**config.mk**
```make
export PLATFORM = sky130hd
export DESIGN_NAME = trigger_conditioner
export DESIGN_NICKNAME = d
export VERILOG_FILES = /design/src/rtl/trigger_conditioner.sv
export SDC_FILE = /design/constraint.sdc
export NUM_CORES = 1
export LEC_CHECK = 0
export ABC_AREA = 1
export CORE_AREA = 2 2 80 82
export DETAILED_ROUTE_END_ITERATION = 10
export DIE_AREA = 0 0 82 84
export GPL_TIMING_DRIVEN = 0
export PLACE_DENSITY_LB_ADDON = 0.08
export SYNTH_ARGS = -nofsm -noshare
export SYNTH_HDL_FRONTEND = slang
export SYNTH_SLANG_ARGS = --single-unit
```
**constraint.sdc**
```tcl
create_clock -name clk -period 2.64 [get_ports clk]
set_clock_uncertainty 0.15 [all_clocks]
set_input_delay 0.792 -clock clk [delete_from_list [all_inputs] [get_ports clk]]
set_output_delay 0.792 -clock clk [all_outputs]
set_load 0.01 [all_outputs]
```
**src/rtl/trigger_conditioner.sv**
```systemverilog
// trigger_conditioner
// Conditions the raw, asynchronous target trigger pin into a clean single-cycle
// strobe for the glitch pulser. The chain is: synchroniser, glitch filter,
// selectable edge detect, Nth-edge counter and a post-fire holdoff window.
// All configuration inputs are expected to be static for the duration of a run.

module trigger_conditioner #(
  parameter int SYNC_STAGES   = 2,
  parameter int FILTER_WIDTH  = 8,
  parameter int HOLDOFF_WIDTH = 16
) (
  input  logic                     clk,
  input  logic                     rst,
  input  logic                     trigger_i,
  input  logic                     en_i,
  input  logic [1:0]               edge_sel_i,
  input  logic [FILTER_WIDTH-1:0]  filter_len_i,
  input  logic [7:0]               edge_count_i,
  input  logic [HOLDOFF_WIDTH-1:0] holdoff_i,
  output logic                     trigger_o,
  output logic                     level_o,
  output logic [7:0]               edge_cnt_o,
  output logic                     holdoff_o
);

  // Controller states. Any other encoding falls back to IDLE.
  typedef enum logic [1:0] {
    ST_IDLE    = 2'b00,
    ST_COUNT   = 2'b01,
    ST_HOLDOFF = 2'b10
  } state_t;

  // ---------------------------------------------------------------------------
  // Synchroniser
  // ---------------------------------------------------------------------------
  logic [SYNC_STAGES-1:0] sync_q;
  logic                   sync_out;

  // Shift the raw pin through SYNC_STAGES flops to resolve metastability.
  always_ff @(posedge clk) begin
    if (rst) begin
      sync_q <= '0;
    end else begin
      sync_q <= {sync_q[SYNC_STAGES-2:0], trigger_i};
    end
  end

  assign sync_out = sync_q[SYNC_STAGES-1];

  // ---------------------------------------------------------------------------
  // Glitch filter
  // ---------------------------------------------------------------------------
  // The filtered level only follows sync_out once it has disagreed with the
  // current filtered level for filter_len_i + 1 consecutive cycles. The >=
  // comparison means shrinking filter_len_i while a count is in progress can
  // never strand the counter above the threshold.
  logic                    filt;
  logic                    filt_d;
  logic [FILTER_WIDTH-1:0] mcnt;

  // Mismatch counter and filtered level; runs regardless of en_i or FSM state.
  always_ff @(posedge clk) begin
    if (rst) begin
      filt   <= 1'b0;
      filt_d <= 1'b0;
      mcnt   <= '0;
    end else begin
      filt_d <= filt;
      if (sync_out == filt) begin
        mcnt <= '0;
      end else if (mcnt >= filter_len_i) begin
        filt <= sync_out;
        mcnt <= '0;
      end else begin
        mcnt <= mcnt + 1'b1;
      end
    end
  end

  assign level_o = filt;

  // ---------------------------------------------------------------------------
  // Edge qualification
  // ---------------------------------------------------------------------------
  logic rise;
  logic fall;
  logic qual;

  assign rise = filt & ~filt_d;
  assign fall = ~filt & filt_d;
  assign qual = (edge_sel_i[0] & rise) | (edge_sel_i[1] & fall);

  // ---------------------------------------------------------------------------
  // Nth-edge counter and holdoff controller
  // ---------------------------------------------------------------------------
  state_t                   state;
  state_t                   state_n;
  logic [7:0]               ecnt;
  logic [7:0]               ecnt_n;
  logic [HOLDOFF_WIDTH-1:0] hcnt;
  logic [HOLDOFF_WIDTH-1:0] hcnt_n;
  logic                     trig_n;

  // An edge count of zero behaves as one so the block always fires eventually.
  logic [7:0] n_eff;
  logic [8:0] ecnt_inc;
  logic       nth_hit;

  assign n_eff    = (edge_count_i == 8'd0) ? 8'd1 : edge_count_i;
  assign ecnt_inc = {1'b0, ecnt} + 9'd1;
  assign nth_hit  = (ecnt_inc >= {1'b0, n_eff});

  // State, counters and the registered strobe.
  always_ff @(posedge clk) begin
    if (rst) begin
      state     <= ST_IDLE;
      ecnt      <= 8'd0;
      hcnt      <= '0;
      trigger_o <= 1'b0;
    end else begin
      state     <= state_n;
      ecnt      <= ecnt_n;
      hcnt      <= hcnt_n;
      trigger_o <= trig_n;
    end
  end

  // Next-state logic; dropping en_i wins over everything, including an edge.
  always_comb begin
    state_n = state;
    ecnt_n  = ecnt;
    hcnt_n  = hcnt;
    trig_n  = 1'b0;

    if (!en_i) begin
      state_n = ST_IDLE;
      ecnt_n  = 8'd0;
      hcnt_n  = '0;
    end else begin
      case (state)
        ST_IDLE: begin
          state_n = ST_COUNT;
          ecnt_n  = 8'd0;
          hcnt_n  = '0;
        end

        ST_COUNT: begin
          if (qual) begin
            if (nth_hit) begin
              trig_n  = 1'b1;
              ecnt_n  = 8'd0;
              hcnt_n  = '0;
              state_n = ST_HOLDOFF;
            end else if (ecnt != 8'hFF) begin
              ecnt_n = ecnt + 8'd1;
            end
          end
        end

        ST_HOLDOFF: begin
          if (hcnt == holdoff_i) begin
            state_n = ST_COUNT;
          end else begin
            hcnt_n = hcnt + 1'b1;
          end
        end

        default: begin
          state_n = ST_IDLE;
          ecnt_n  = 8'd0;
          hcnt_n  = '0;
        end
      endcase
    end
  end

  assign edge_cnt_o = ecnt;
  assign holdoff_o  = (state == ST_HOLDOFF);

endmodule

```
==> metrics.cfg <==
[run_status]
status = complete, but fails checks
violations = setup timing

[layout]
area_delta_synth_final_pct = 31.4
ff_latch_area_um2 = 787
final_nets = 535
layout_commonest_cell = nand2_1
drive_gt1_share_pct = 18.0
fillers = 606
antenna-diode-count = 0
final_cell_mix = nand2_1 (86), inv_1 (55), nor2_1 (52), clkdlybuf4s50_1 (40), dfxtp_1 (36)
design_area_um2 = 3680
multiInputGateArea_um2 = 1850
fin_util_pct = 60.4

[setup_path]
start_kind = input port
crit_chain = buf_8, nor4_4, a41o_1, ha_1, inv_1, nand2_1, nand2_1, nand3_2, nand2_1, nand2_1, nand2_2, nand3_4, buf_6, nor2_4, nand2_1, a21oi_2
worst_setup_path_end_kind = register
cp_max_fo = 8
cp.required_ns = 2.72
critPathArrivalTime_ns = 2.75
regToRegEndpoint = edge_cnt_o[4]
ff2ff_path_depth = 14
crit_family = simple AND/OR/NAND/NOR gates
cpPeakStageDelay_ns = 0.26
rrSetupSlack_ns = 0
slowest_stage = nor4_4
crit_buf_inv = 3
r2r_start = edge_cnt_o[0]
crit_type = input port to register
crit_path_frequent_cell = nand2_1

[place]
placed_area_um2 = 3380
gp_congestion = 0.878
port_buffers = 48
dp_slack_ns = -0.862
place_hpwl_um = 4910

[timing]
fmax_mhz = 374
slew_headroom_pct = 53.3
tightest_slew_ns = 0.700
fin_setup_tns_ns = -0.0487
hold_viol_final = 0
final_max_slew_viol_count = 0
rsz0062_at_grt = yes
period_share_pct = 101
layout_setup_ws_ns = -0.0336
setup_viol = 2
period_needed_ns = 2.67

[clock_network]
clock_sinks = 39
root_buffer = clkbuf_8
cts_tree = yes
clk_latency_ns = 0.29
htreeDepth = 2
holdBufCountCts = 0
clkSlewWorstSetupHoldPaths_ns = 0.08
cts.path.max_buffers = 2
cts_buffers = 5

[floorplan]
design.die.area_um2 = 6890
initial_utilization_pct = 46.0
die-height_um = 84
core_um2 = 6100
rows = 29
io_pins = 49
die_x_um = 82

[grt]
grt_pass1_wl_um = 11200
grt_pass1_vias = 2544
grt_util_all_layers_pct = 20.4
grt-ovfl-total = 0
grt_antenna_before_repair = 0
grt_max_degree = 13

[min_path]
whs_path_depth = 2
min_to = sync_q[1]
hp-start = sync_q[0]
hp-class = register to register

[routing]
wl_per_cell_um = 11.9
drc = 0
route.met2.wl_um = 3330
drt_iter0_drc = 117
ant_nets = 0
vias = 2766
routed_wl_um = 6610
dr.pass1.iters = 4
met1_length_um = 2900
wl_met3_um = 318
dr.max_layer_used = met4
avgViaCountPerCell = 4.97

[yosys]
syn-num-nets = 473
synth_seq_cells = 39
synth_cell_types = 32
yosysSeqAreaShare_pct = 27.8
yosysWarnings = 0
netlist_area_um2 = 2800
avgSynthCellArea_um2 = 6.74
netlist_instances = 416

[power]
vdd_ir_drop_max_uv = 286
power_density_nw_per_um2 = 342
p_leak_nw = 1.61

[job]
maxCapViolCount = 0

cell families after synthesis:
family                     synth area share, %
AOI/OAI and AO/OA                         8.39
xor gates and xnor gates                  8.43
adders and majority gates                 8.48
buffers and inverters                     10.8
DFF                                       27.8
and+or+nand+nor                           36.1
layer usage:
metal / vias up / GRT usage (%)
li1: 1452 / -
met5: - / 0
met4: 0 / 4.55
met1: 1238 / 25.4
met2: 66 / 35.7
met3: 10 / 4.11
worst max path at each step:
stage / cells past startpoint / to / start / slack, ns
finish: 16 / edge_cnt_o[4] / edge_count_i[1] / -0.03
global route: 16 / edge_cnt_o[4] / edge_count_i[1] / -0.22
CTS: 16 / edge_cnt_o[7] / edge_count_i[1] / 0.004
detailed placement: 15 / edge_cnt_o[7] / edge_count_i[1] / -0.86
global placement: 15 / edge_cnt_o[6] / edge_count_i[1] / -0.81
floorplan: 16 / hcnt[12] / edge_count_i[1] / 0.02
sequential cells by signal, indices dropped and copies added (netlist names):
register    flops
hcnt           16
edge_cnt_o      8
mcnt            8
state           2
sync_q          2
filt_d          1
level_o         1
trigger_o       1
power breakdown:
part / total [W] / switching (W) / internal [W]
clock: 0.000404 / 0.000219 / 0.000185
combinational: 0.000247 / 0.000124 / 0.000124
sequential: 0.000607 / 0.0000105 / 0.000597
cells in the mapped netlist (all sizes together):
master    n  share of area, %
nand4    19               4.2
a21oi    24               5.2
a31oi     1              0.22
a221oi    1              0.31
nand3    29               6.4
o21a      1              0.27
and2      2              0.45
nor4      1              0.22
nand2   107                15
inv      65               8.7
o21ba     1              0.36
buf       6               1.8
o21ai     6               1.1
xnor2     4               1.2
nor2     57               8.4
a41o      1              0.36
xor2     23               7.2
dfxtp    39                28
a211o     1              0.31
ha       19               8.5
nor3      6               1.1
clkbuf    2              0.27
o211ai    1              0.27
layout make-up:
class,count,share of cell area (%)
repair buffers,56,15.5
inverters,65,6.62
well taps,77,2.62
multi-input cells,304,50.2
clock buffers,6,1.97
flip-flops and latches,39,21.4
clock inverters,2,0.340
plain buffers,7,1.46
repair_timing:
| action | 4_1_cts | 5_1_grt |
|---|---|---|
| cloned | 1 | 0 |
| setup endpoints to repair | 27 | 26 |
| pin swaps | 9 | 19 |
| gates resized for setup | 37 | 33 |
| setup buffers | 5 | 2 |
metrics by stage:
| stage | instances | total power, W | hold WS, ns |
|---|---|---|---|
| final | 556 | 0.00126 | 0.269 |
| after global routing | 556 | 0.00131 | 0.290 |
| after CTS | 555 | 0.00125 | 0.272 |
| after detailed placement | 541 | 0.000830 | 0.261 |
| after global placement | 541 | 0.000826 | 0.259 |
| after floorplan | 416 | 0.000740 | 0.238 |
worst min-delay path, stage by stage (launching register included):
cell	delay, ns
dfxtp_1	0.30
inv_1	0.04
nor2_1	0.03
Note: power is estimated with default switching activity, not from simulation.
